==> src/rtl/ws2801_receiver_if.sv <==
// ws2801_receiver_if: line-side and pixel-side signals of the WS2801 receiver.
//   master : drives the serial line (dIn, clkIn) and consumes the pixel stream
//   slave  : the receiver; samples the line, produces pixels and frame status
//   dIn/clkIn        serial data/clock, asynchronous to the receiver clock
//   pixel_rgb/idx    last complete pixel and its index, pixel_valid strobe
//   frame_done       strobe at latch timeout, pixel_count/frame_overflow status
//   busy             frame reception in progress
interface ws2801_receiver_if #(
    parameter int LEDS = 50,
    parameter int IW   = $clog2(LEDS + 1)
);
    logic          dIn;
    logic          clkIn;
    logic [23:0]   pixel_rgb;
    logic [IW-1:0] pixel_idx;
    logic          pixel_valid;
    logic          frame_done;
    logic [IW-1:0] pixel_count;
    logic          frame_overflow;
    logic          busy;

    modport master (
        output dIn, clkIn,
        input  pixel_rgb, pixel_idx, pixel_valid, frame_done,
               pixel_count, frame_overflow, busy
    );

    modport slave (
        input  dIn, clkIn,
        output pixel_rgb, pixel_idx, pixel_valid, frame_done,
               pixel_count, frame_overflow, busy
    );
endinterface

==> src/rtl/ws2801_receiver.sv <==
// ws2801_receiver: deserialises a WS2801 serial clock/data stream into 24-bit
// pixels, tagging each with its frame index, and ends a frame when the serial
// clock shows no rising edge for the latch time.
//   clk    system clock (>= 4x serial clock rate)
//   rst    synchronous reset, active-high
//   bus    ws2801_receiver_if.slave: dIn/clkIn in; pixel_rgb, pixel_idx,
//          pixel_valid, frame_done, pixel_count, frame_overflow, busy out
module ws2801_receiver #(
    parameter int LEDS     = 50,
    parameter int CLK_HZ   = 50_000_000,
    parameter int LATCH_US = 500
) (
    input  logic              clk,
    input  logic              rst,
    ws2801_receiver_if.slave  bus
);
    localparam int LATCH_CYC = (CLK_HZ / 1_000_000) * LATCH_US;
    localparam int IW        = $clog2(LEDS + 1);
    localparam int TW        = $clog2(LATCH_CYC + 1);

    typedef enum logic [1:0] {IDLE, SHIFT, LATCH} state_e;

    state_e        state_q, state_d;
    logic          din_s1_q, din_s2_q;
    logic          ck_s1_q, ck_s2_q, ck_s3_q;
    logic [23:0]   shift_q, shift_d;
    logic [4:0]    bit_cnt_q, bit_cnt_d;
    logic [TW-1:0] timer_q, timer_d;
    logic [IW-1:0] pix_cnt_q;
    logic          cmp_q, cmp_d;     // pixel completed last cycle
    logic          start;            // IDLE -> SHIFT this cycle
    logic          rise;

    logic [23:0]   rgb_q;
    logic [IW-1:0] idx_q, count_q;
    logic          valid_q, done_q, ovf_q;

    assign rise = ck_s2_q & ~ck_s3_q;

    always_comb begin
        state_d   = state_q;
        shift_d   = shift_q;
        bit_cnt_d = bit_cnt_q;
        timer_d   = timer_q;
        cmp_d     = 1'b0;
        start     = 1'b0;
        case (state_q)
            IDLE: begin
                if (rise) begin
                    state_d   = SHIFT;
                    shift_d   = {shift_q[22:0], din_s2_q};
                    bit_cnt_d = 5'd1;
                    timer_d   = '0;
                    start     = 1'b1;
                end
            end
            SHIFT: begin
                // a rise in the expiry cycle keeps the frame alive
                if (rise) begin
                    shift_d = {shift_q[22:0], din_s2_q};
                    timer_d = '0;
                    if (bit_cnt_q == 5'd23) begin
                        bit_cnt_d = '0;
                        cmp_d     = 1'b1;
                    end else begin
                        bit_cnt_d = bit_cnt_q + 5'd1;
                    end
                end else if (timer_q == TW'(LATCH_CYC - 1)) begin
                    state_d = LATCH;
                end else if (timer_q != TW'(LATCH_CYC)) begin
                    timer_d = timer_q + 1'b1;
                end
            end
            LATCH: begin
                state_d   = IDLE;
                bit_cnt_d = '0;
                timer_d   = '0;
            end
            default: state_d = IDLE;
        endcase
    end

    always_ff @(posedge clk) begin
        if (rst) begin
            state_q   <= IDLE;
            din_s1_q  <= 1'b0;
            din_s2_q  <= 1'b0;
            ck_s1_q   <= 1'b0;
            ck_s2_q   <= 1'b0;
            ck_s3_q   <= 1'b0;
            shift_q   <= '0;
            bit_cnt_q <= '0;
            timer_q   <= '0;
            pix_cnt_q <= '0;
            cmp_q     <= 1'b0;
            rgb_q     <= '0;
            idx_q     <= '0;
            count_q   <= '0;
            valid_q   <= 1'b0;
            done_q    <= 1'b0;
            ovf_q     <= 1'b0;
        end else begin
            din_s1_q  <= bus.dIn;
            din_s2_q  <= din_s1_q;
            ck_s1_q   <= bus.clkIn;
            ck_s2_q   <= ck_s1_q;
            ck_s3_q   <= ck_s2_q;
            state_q   <= state_d;
            shift_q   <= shift_d;
            bit_cnt_q <= bit_cnt_d;
            timer_q   <= timer_d;
            cmp_q     <= cmp_d;
            valid_q   <= 1'b0;
            // registered on entry to LATCH so the strobe and count line up
            done_q    <= (state_q == SHIFT) && (state_d == LATCH);
            if ((state_q == SHIFT) && (state_d == LATCH))
                count_q <= pix_cnt_q;
            if (start) begin
                pix_cnt_q <= '0;
                ovf_q     <= 1'b0;
            end else if (cmp_q) begin
                // shift_q is stable here: the next rise is >= 4 cycles away
                if (pix_cnt_q < IW'(LEDS)) begin
                    valid_q   <= 1'b1;
                    rgb_q     <= shift_q;
                    idx_q     <= pix_cnt_q;
                    pix_cnt_q <= pix_cnt_q + 1'b1;
                end else begin
                    ovf_q     <= 1'b1;
                end
            end
        end
    end

    assign bus.pixel_rgb      = rgb_q;
    assign bus.pixel_idx      = idx_q;
    assign bus.pixel_valid    = valid_q;
    assign bus.frame_done     = done_q;
    assign bus.pixel_count    = count_q;
    assign bus.frame_overflow = ovf_q;
    assign bus.busy           = (state_q == SHIFT);
endmodule

==> src/flat_wrapper.sv <==
// flat-port wrapper written by rule: the top's interface ports become plain ports
module ws2801_receiver_flat 
#(
    parameter int LEDS     = 50,
    parameter int CLK_HZ   = 50_000_000,
    parameter int LATCH_US = 500
)
  (clk, rst, bus_dIn, bus_clkIn, bus_pixel_rgb, bus_pixel_idx, bus_pixel_valid, bus_frame_done, bus_pixel_count, bus_frame_overflow, bus_busy);
  ws2801_receiver_if #(.LEDS(LEDS)) bus_i ();
  input  logic clk;
  input  logic rst;
  input wire logic [$bits(bus_i.dIn)-1:0] bus_dIn;
  input wire logic [$bits(bus_i.clkIn)-1:0] bus_clkIn;
  output wire logic [$bits(bus_i.pixel_rgb)-1:0] bus_pixel_rgb;
  output wire logic [$bits(bus_i.pixel_idx)-1:0] bus_pixel_idx;
  output wire logic [$bits(bus_i.pixel_valid)-1:0] bus_pixel_valid;
  output wire logic [$bits(bus_i.frame_done)-1:0] bus_frame_done;
  output wire logic [$bits(bus_i.pixel_count)-1:0] bus_pixel_count;
  output wire logic [$bits(bus_i.frame_overflow)-1:0] bus_frame_overflow;
  output wire logic [$bits(bus_i.busy)-1:0] bus_busy;
  assign bus_i.dIn = bus_dIn;
  assign bus_i.clkIn = bus_clkIn;
  assign bus_pixel_rgb = bus_i.pixel_rgb;
  assign bus_pixel_idx = bus_i.pixel_idx;
  assign bus_pixel_valid = bus_i.pixel_valid;
  assign bus_frame_done = bus_i.frame_done;
  assign bus_pixel_count = bus_i.pixel_count;
  assign bus_frame_overflow = bus_i.frame_overflow;
  assign bus_busy = bus_i.busy;
  ws2801_receiver #(.LEDS(LEDS), .CLK_HZ(CLK_HZ), .LATCH_US(LATCH_US)) u_core (.clk(clk), .rst(rst), .bus(bus_i));
endmodule
==> config.mk <==
export PLATFORM = sky130hd
export DESIGN_NAME = ws2801_receiver_flat
export DESIGN_NICKNAME = d
export VERILOG_FILES = /design/src/rtl/ws2801_receiver_if.sv /design/src/rtl/ws2801_receiver.sv /design/src/flat_wrapper.sv
export SDC_FILE = /design/constraint.sdc
export NUM_CORES = 1
export LEC_CHECK = 0
export ABC_AREA = 1
export BUFFER_PORTS_ARGS = -buffer_cell sky130_fd_sc_hd__buf_2
export CORE_MARGIN = 10
export CORE_UTILIZATION = 50
export CTS_BUF_LIST = sky130_fd_sc_hd__clkbuf_8 sky130_fd_sc_hd__clkbuf_16
export CTS_CLUSTER_DIAMETER = 30
export DETAILED_ROUTE_END_ITERATION = 10
export PLACE_DENSITY = 0.74
export SLEW_MARGIN = 0
export SYNTH_ARGS = -nofsm -noshare
export SYNTH_HDL_FRONTEND = slang
export SYNTH_SLANG_ARGS = --single-unit
==> constraint.sdc <==
create_clock -name clk -period 3.7 [get_ports clk]
set_input_delay 0.555 -clock clk [delete_from_list [all_inputs] [get_ports clk]]
set_output_delay 0.555 -clock clk [all_outputs]
set_load 0.02 [all_outputs]
# After elaboration in Yosys (flattened, before gate mapping)
# Index checks and enable logic that the tools add are counted.
# op_classes
bitwise	7
n_lt_le_gt_ge	1
muxes	17
n_reduce_logical	13
eq_ne	10
addsub	3
# op_table
op	count
2-to-1 mux 15 bit	4
case mux 15 bit (3 select lines)	1
adder 15 x 1 -> 15 bit, second input constant	1
equality test 15 bit, second input constant	1
2-to-1 mux 5 bit	3
!= test 15 bit, second input constant	1
case mux 5 bit (3 select lines)	1
adder 6 x 1 -> 6 bit, second input constant	1
less-than comparator 6 bit, second input constant	1
2-to-1 mux 2 bit	3
NOT 1 bit	6
AND reduction 2 bit	3
AND reduction 3 bit	2
OR reduction 3 bit	2
adder 5 x 1 -> 5 bit, second input constant	1
equality test 5 bit, second input constant	1
equality test 2 bit, second input constant	2
2-to-1 mux 1 bit	4
!= test 2 x 1 -> 1 bit, second input constant	2
case mux 2 bit (2 select lines)	1
AND reduction 4 bit	1
OR reduction 2 bit	2
!= test 3 x 1 -> 1 bit, second input constant	1
!= test 3 x 2 -> 1 bit, second input constant	1
5 further kinds	5
# word_totals
regBits	97
word_cells	68
in_bits	4
out_inout_bits	40

# Depth between registers and ports, before layout
# Gate-level depths: netlist of run 1.
# logic_depth
ltp_word	6
ltp_mapped	11
depth_no_buf	10

# Least setup slack after synthesis of run 1
# Ideal clock, no wire load.
# synth_timing
path_kind	reg2reg
startpoint	register u_core.state_q[1]
endpoint	register u_core.timer_q[13]
period_less_slack_ns	1.793
setup_ns	0.132
required_ns	3.568
path_slack_ns	1.907
path_buffers	1
path_stages_with_launch	11
arrival_ns	1.661
path_cell_list	dfxtp_1 -> inv_1 -> ha_1 -> inv_2 -> nor2_1 -> nand3_1 -> nand3_4 -> inv_2 -> buf_6 -> nand2_1 -> a21oi_1
# synth_via
elab_chain_len	3
word_cells_on_any_way	9
cone_classes	eq/ne: 5; mux: 1; reduce/logical: 3
# synth_lines
element	line_no	rtl
start: declaration	ws2801_receiver.sv:23	state_e state_q, state_d;
start signal: assignment	ws2801_receiver.sv:108	state_q <= state_d;
equality test 2 x 1 -> 1 bit *	--	
named net bus_busy	flat_wrapper.sv:20	output wire logic [$bits(bus_i.busy)-1:0] bus_busy;
!= test 3 x 2 -> 1 bit (no source line) (tied with other cells)	--	
AND reduction 4 bit (no source line)	--	
end signal: assignment	ws2801_receiver.sv:111	timer_q <= timer_d;
end: declaration	ws2801_receiver.sv:28	logic [TW-1:0] timer_q, timer_d;
# The timed path passes the listed nets; every way through them passes the cells marked *.
# A chain may end at the register's enable or synchronous reset.

# Worst setup path after layout of run 1
# layout_timing
startpoint	register u_core.pix_cnt_q[3]
endpoint	register u_core.idx_q[3] (netlist: u_core.bus.pixel_idx[3])
# layout_via
elab_chain_len	2
# layout_lines
element	line_no	rtl
start: declaration	ws2801_receiver.sv:29	logic [IW-1:0] pix_cnt_q;
start signal: assignment	ws2801_receiver.sv:127	pix_cnt_q <= pix_cnt_q + 1'b1;
less-than comparator 6 bit	ws2801_receiver.sv:123	if (pix_cnt_q < IW'(LEDS)) begin
AND reduction 3 bit (no source line)	--	
end signal: assignment	ws2801_receiver.sv:126	idx_q <= pix_cnt_q;
end: declaration	ws2801_receiver.sv:35	logic [IW-1:0] idx_q, count_q;
# Parallel ways exist; a longest one is shown, timed or not.

==> summary.json, run 1 <==
{
  "outcome": "complete, no violations",
  "synth_enable_flop_cells": 0,
  "placeableCoreArea_um2": 8217,
  "gpl.final_weighted_congestion": 0.9007,
  "worst_hold_path_depth": 3,
  "mappedNetlistNets": 592,
  "via_count_of_the_first_global_routing_pass": 3635,
  "hp-class": "in2reg",
  "synth_async_sr_flop_share_pct": 0,
  "final.min_clock_period_ns": 2.386,
  "synth-xor-area-share_pct": 0.8316,
  "wire_per_inst_um": 13.18,
  "cts.repair.resized": 0,
  "cts.htree.levels": 3,
  "yosys.cell_count.top_type": "nand2_1",
  "slew_headroom_pct": 34.37,
  "die_boundary_width_um": 111.8,
  "synth.area.mux_share_pct": 0,
  "dp.cells": 704,
  "place.port_buffers": 43,
  "ctsLongestPathBuffers": 2,
  "vdd.ir_drop.worst_mv": 0.2407,
  "cts_sinks": 97,
  "worstSetupPathType": "reg2reg",
  "finalMaxSlewViolations": 0,
  "maximum_number_of_pins_on_one_net_before_global_route_repair": 55,
  "synth_top_family_by_area": "simple AND/OR/NAND/NOR gates",
  "die_y_um": 111.8,
  "setup.reg_to_reg.worst_slack_ns": 1.31,
  "yosys_most_used_dff": "dfxtp_1",
  "initial_utilization_pct": 51.27,
  "cp_data_arrival_time_ns": 2.68,
  "maxCapViolCount": 0,
  "final_non_filler_cells": 720,
  "setup_violations": 0,
  "worst_skew_pair.late_latency_ns": 0.37,
  "synth_commonest_cells": "108 x nand2_1, 103 x nor2_1, 97 x dfxtp_1, 67 x nand3_1, 55 x a21oi_1",
  "cts_hold_buf": 0,
  "area_of_the_die_um2": 12500,
  "critical_path.max_fanout": 32,
  "tritoncts": "done",
  "drtIter0Drc": 272,
  "detailroute.via_count": 3802,
  "synthDominantAreaCellType": "dfxtp_1",
  "rr_worst_depth": 9,
  "power_density_nw_per_um2": 409.9,
  "initial_antenna_violation_count": 0,
  "dp_hpwl_mm": 6.399,
  "cell_types_with_the_largest_area_share_after_synthesis": "dfxtp_1 46%, nand2_1 9.6%, nor2_1 9.2%",
  "layout-drive-gt1-share_pct": 13.17,
  "crit_required_ns": 4.00,
  "antenna_left": 0,
  "track_usage_pct": 15.18,
  "finalNetCount": 622,
  "clockRootBuffer": "clkbuf_8",
  "drt_first_pass_iters": 4,
  "synthToLayoutAreaGrowth_pct": 10.48,
  "detail_route.wirelength_mm": 9.492,
  "fmaxAchievable_mhz": 419.1,
  "grt_pass1_wl_mm": 16.50,
  "yosys.cell_types.count": 36,
  "worst_setup_path_start_kind": "flip-flop",
  "yosysWarningCount": 0,
  "synth_area_in_compound_gates_pct": 12.56,
  "synthesized_area_fraction_occupied_by_and_or_nand_nor_cells_pct": 30.65,
  "route.detailed.vias_per_inst": 5.281,
  "count_of_unresolved_drc_violations_after_routing": 0,
  "grt.overflow.total": 0,
  "floorplan.io_pins": 44,
  "cts_inserted_buffers": 9,
  "rsz0062_at_grt": "false",
  "worst-slew-pin-transition_ns": 0.9820,
  "core.rowCount": 33,
  "synth.cell_area_um2": 4213,
  "clkTransAtPathRegs_ns": 0.10,
  "report.final.hold_viol_count": 0,
  "leakage_nw": 1.862,
  "synth_adder_area_share_pct": 2.376,
  "number_of_instances_in_the_synthesized_netlist": 580,
  "synth_top_area_share_pct": 46.09,
  "synth-seq-cells": 97,
  "final_min_period_over_clock_period_pct": 64.48,
  "critPathCaptureType": "flip-flop",
  "diodes": 0,
  "setup_tns_ns": 0,
  "syn_area_per_cell_um2": 7.263,
  "postCtsSetupBuffers": 0,
  "skew_ns": 0.01516,
  "synth_seq_area_share_pct": 46.09
}
## cell families (layout without fill, tap and decap cells)
family	count (synthesis)	after routing
adders and majority gates	8	8
xor gates and xnor gates	4	4
and+or+nand+nor	301	301
buffers and inverters	71	106
AOI/OAI and AO/OA	99	99
DFF	97	97
## final timing paths
check | from | endpoint
worst max-delay path | u_core.pix_cnt_q[3]$_SDFFE_PP0P_ | u_core.bus.pixel_idx[3]$_SDFFE_PP0P_
worst min-delay path | bus_clkIn | u_core.ck_s1_q$_SDFF_PP0_
worst min register to register | u_core.ck_s1_q$_SDFF_PP0_ | u_core.ck_s2_q$_SDFF_PP0_
worst max register to register | u_core.pix_cnt_q[3]$_SDFFE_PP0P_ | u_core.bus.pixel_idx[3]$_SDFFE_PP0P_
## flip-flops by register name, summed over array words and instances, names as in the netlist
register,flops
u_core.bit_cnt_q,5
u_core.bus.frame_done,1
u_core.bus.frame_overflow,1
u_core.bus.pixel_count,6
u_core.bus.pixel_idx,6
u_core.bus.pixel_rgb,24
u_core.bus.pixel_valid,1
u_core.ck_s1_q,1
u_core.ck_s2_q,1
u_core.ck_s3_q,1
u_core.cmp_q,1
u_core.din_s1_q,1
u_core.din_s2_q,1
u_core.pix_cnt_q,6
u_core.shift_q,24
u_core.state_q,2
u_core.timer_q,15
## metal layers
metal  wire [µm]  up-vias  GRT usage, %
met3         485       17         4.240
met2        4558       83         24.94
met5           0        -             0
met4         168        0         6.427
li1            -     1944             -
met1        4278     1758         18.14
## critical path, stage by stage, from the launching register on
cell     delay [ns]
dfxtp_1        0.45
inv_2          0.08
nand3_1        0.11
nand3_1        0.07
nand2_1        0.19
inv_1          0.06
buf_4          0.24
nand2_1        0.75
nand2_1        0.17
a21oi_1        0.19
## where the power goes
part	internal (mW)	total, mW	switching (mW)
clock	0.332	0.735	0.403
sequential	1.06	1.08	0.0146
combinational	0.0234	0.0950	0.0716
total	1.42	1.91	0.489
## layout make-up
class                   count  area, µm²
flip-flops and latches     97       1942
fillers                   789       3562
repair buffers             47      245.2
clock buffers               9      123.9
multi-input cells         412       1956
well taps                 105      131.4
clock inverters             7      93.84
inverters                  43      162.7
## metrics by stage
stage	instance area (µm²)	power, mW	utilization [%]	hold slack, ns	setup slack, ns
6_report	4654	1.908	56.65	0.3813	1.314
5_1_grt	4654	1.981	56.65	0.3794	0.9392
4_1_cts	4654	1.921	56.65	0.3720	1.294
3_5_place_dp	4437	1.196	54.00	0.3960	1.373
3_3_place_gp	4437	1.193	54.00	0.3906	1.510
2_1_floorplan	4213	1.176	-	0.3883	1.907
## cells in the final DEF (no fill, tap or decap), types with 6 or more instances in the layout
| cell | Yosys | layout |
|---|---|---|
| a21oi_1 | 55 | 55 |
| buf_2 | 3 | 43 |
| nor2_1 | 103 | 103 |
| nand3_1 | 67 | 67 |
| nand2_1 | 108 | 108 |
| nand4_1 | 6 | 6 |
| inv_1 | 38 | 38 |
| clkbuf_8 | 1 | 9 |
| nor3_1 | 6 | 6 |
| o21ai_0 | 34 | 34 |
| dfxtp_1 | 97 | 97 |
| ha_1 | 8 | 8 |
Power figures use the tool's default switching activity.
==> inputs of run 2 (changes only) <==
- ABC_AREA: 1 -> 0
- PLACE_DENSITY: 0.74 -> 0.78
- clock period: 3.7 -> 2.15 ns (I/O delays scaled with it)
==> run 2 against run 1 <==
Combinational power grew 27%. Sequential power grew 68%. Clock skew is 0.0069 ns lower. Cell count decreased by 16%. Count of clock-buffer cells in the layout increased by 1. Register-to-register slack lost 1.2 ns. Power is 61% higher. Sequential share of layout area grew 2.2 points. Clock power increased by 55%. Via count decreased by 16%. Design area decreased by 4.9%. Critical path depth is 2 lower. Critical path type unchanged.
==> summary.json, run 2 <==
{
  "drt_first_pass_iters": 5,
  "worst_setup_path_start_kind": "flip-flop",
  "outcome": "complete, no violations",
  "skew_ns": 0.008268,
  "rsz0062_at_grt": "false",
  "synth_enable_flop_cells": 0,
  "slew_headroom_pct": 63.42,
  "drtIter0Drc": 249,
  "mappedNetlistNets": 468,
  "cts_inserted_buffers": 9,
  "syn_area_per_cell_um2": 8.555,
  "ctsLongestPathBuffers": 2,
  "power_density_nw_per_um2": 693.5,
  "detail_route.wirelength_mm": 7.995,
  "die_y_um": 108.3,
  "area_of_the_die_um2": 11740,
  "count_of_unresolved_drc_violations_after_routing": 0,
  "yosys.cell_count.top_type": "nand2_1",
  "synth_async_sr_flop_share_pct": 0,
  "synthDominantAreaCellType": "dfxtp_1",
  "placeableCoreArea_um2": 7647,
  "worstSetupPathType": "reg2reg",
  "synth-seq-cells": 97,
  "cp_data_arrival_time_ns": 2.30,
  "vdd.ir_drop.worst_mv": 0.2742,
  "p_sw_uw": 751.7,
  "final_critical_path_setup_slack_ns": 0.1479,
  "worst-slew-pin-transition_ns": 0.5334,
  "internal_power_mw": 2.317,
  "detailroute.via_count": 3197,
  "grt.overflow.total": 0,
  "yosys.cell_types.count": 52,
  "dp_hpwl_mm": 5.670,
  "layout-drive-gt1-share_pct": 17.69,
  "dp_worst_setup_slack_ns": 0.1377,
  "cell_types_with_the_largest_area_share_after_synthesis": "dfxtp_1 50%, nand2_1 12%, a21oi_1 8.3%",
  "gpl.final_weighted_congestion": 0.8308,
  "final_common_cell": "nand2_1",
  "critPathCaptureType": "flip-flop",
  "critical_path.max_fanout": 10,
  "number_of_instances_in_the_synthesized_netlist": 456,
  "die_boundary_width_um": 108.3,
  "area.sequential_um2": 1943,
  "fillerInstances": 674,
  "grt_pass1_wl_mm": 13.53,
  "clkPwrFrac_pct": 37.0,
  "synth_seq_area_share_pct": 49.78,
  "setup_tns_ns": 0,
  "worst_skew_pair.late_latency_ns": 0.37,
  "place.port_buffers": 43,
  "power.share.switching_pct": 24.49,
  "initial_utilization_pct": 51.01,
  "route.detailed.vias_per_inst": 5.284,
  "comb_power_share_pct": 3.9,
  "cts.htree.levels": 3,
  "synthToLayoutAreaGrowth_pct": 13.44,
  "synth_top_area_share_pct": 49.78,
  "initial_antenna_violation_count": 0,
  "final.min_clock_period_ns": 2.002,
  "fin_util_pct": 57.87,
  "final_cell_mix": "121 x nand2_1, 96 x dfxtp_1, 65 x a21oi_1",
  "synth.cell_area_um2": 3901,
  "tritoncts": "done",
  "diodes": 0,
  "clockRootBuffer": "clkbuf_8",
  "via_count_of_the_first_global_routing_pass": 3029,
  "yosys_most_used_dff": "dfxtp_1",
  "leakage_nw": 1.657,
  "area_occupied_by_multi_input_gates_um2": 1817,
  "p_seq_share_pct": 59.0,
  "yosysWarningCount": 0,
  "finalMaxSlewViolations": 0,
  "core.rowCount": 32,
  "report.final.hold_viol_count": 0,
  "hp-class": "in2reg",
  "cts_sinks": 97,
  "crit_required_ns": 2.45,
  "synth_commonest_cells": "121 x nand2_1, 97 x dfxtp_1, 65 x a21oi_1, 30 x nor2_1, 14 x clkbuf_1",
  "maxCapViolCount": 0,
  "fmaxAchievable_mhz": 499.5,
  "wire_per_inst_um": 13.21,
  "maximum_number_of_pins_on_one_net_before_global_route_repair": 32,
  "clkTransAtPathRegs_ns": 0.09,
  "setup_violations": 0,
  "finalNetCount": 510,
  "final_min_period_over_clock_period_pct": 93.12,
  "track_usage_pct": 13.97,
  "floorplan.io_pins": 44,
  "antenna_left": 0
}
run 2: cell count changes after synthesis, moves of 6 or more:
| cell | delta |
|---|---|
| xor2_1 | +7 |
| nand3_1 | -59 |
| nand4_1 | +6 |
| inv_1 | -31 |
| nor2_1 | -73 |
| a21oi_1 | +10 |
| o21ai_0 | -27 |
| nor2b_1 | +7 |
| nand2_1 | +13 |
| mux2i_1 | +9 |
run 2: layer usage:
layer / GRT usage (%) / vias up / routed length, µm
met5: 0 / - / 0
met4: 6.026 / 0 / 113
met2: 23.45 / 86 / 3922
met1: 15.94 / 1478 / 3382
met3: 4.581 / 12 / 577
li1: - / 1621 / -
run 2: worst max-delay path, cell delays in order (launching register included):
cell	delay, ns
dfxtp_1	0.40
inv_1	0.14
ha_1	0.26
buf_4	0.18
a21oi_4	0.21
o21ai_4	0.13
or3_2	0.46
a21oi_1	0.15
run 2: power by group through the flow:
stage | sequential [mW] | clock [mW] | combinational (mW)
after global routing | 1.81 | 1.25 | 0.132
after floorplan | 1.85 | 0 | 0.0902
final | 1.81 | 1.14 | 0.121
after CTS | 1.81 | 1.17 | 0.118
after global placement | 1.85 | 0 | 0.113
after detailed placement | 1.85 | 0 | 0.118
run 2: cells by family (layout without fill, tap and decap cells):
| family | after synthesis | after routing | synth area share [%] |
|---|---|---|---|
| mux | 9 | 9 | 2.309 |
| compound gates | 89 | 89 | 14.14 |
| simple gates | 208 | 208 | 24.63 |
| buf+inv | 32 | 79 | 3.656 |
| xor+xnor | 13 | 13 | 2.919 |
| flops | 97 | 97 | 49.78 |
| fa+ha+maj | 8 | 8 | 2.566 |
run 2: layout make-up:
class | instances | share of cell area (%)
clock buffer | 10 | 3.110
timing repair buffer | 56 | 7.068
tap | 102 | 2.884
sequential | 97 | 43.91
multi-input combinational | 327 | 41.05
inverter | 7 | 0.5937
clock inverter | 6 | 1.385
run 2: path summary, 6_finish.rpt:
kind	slack, ns	start	cells past startpoint	end
worst min register to register	0.46	u_core.bus.pixel_rgb[19]$_SDFFE_PP0P_	2	u_core.bus.pixel_rgb[19]$_SDFFE_PP0P_
worst max-delay path	0.15	u_core.state_q[1]$_SDFF_PP0_	7	u_core.timer_q[3]$_SDFFE_PP0P_
worst max register to register	0.15	u_core.state_q[1]$_SDFF_PP0_	7	u_core.timer_q[3]$_SDFFE_PP0P_
worst min-delay path	0.17	bus_dIn	2	u_core.din_s1_q$_SDFF_PP0_
run 2: metrics by stage:
stage	instance area, µm²	instances	hold slack [ns]	power, mW
detailed placement	4218	588	0.4358	1.971
global route	4425	605	0.1461	3.195
finish	4425	605	0.1662	3.069
floorplan	3901	456	0.4138	1.941
global placement	4218	588	0.4245	1.966
CTS	4417	604	0.1513	3.102
run 2: timing repair:
action,in CTS,in global routing
resized for setup,0,1
buffers inserted,0,1
hold buffers,0,0
endpoints found under the setup margin,0,2
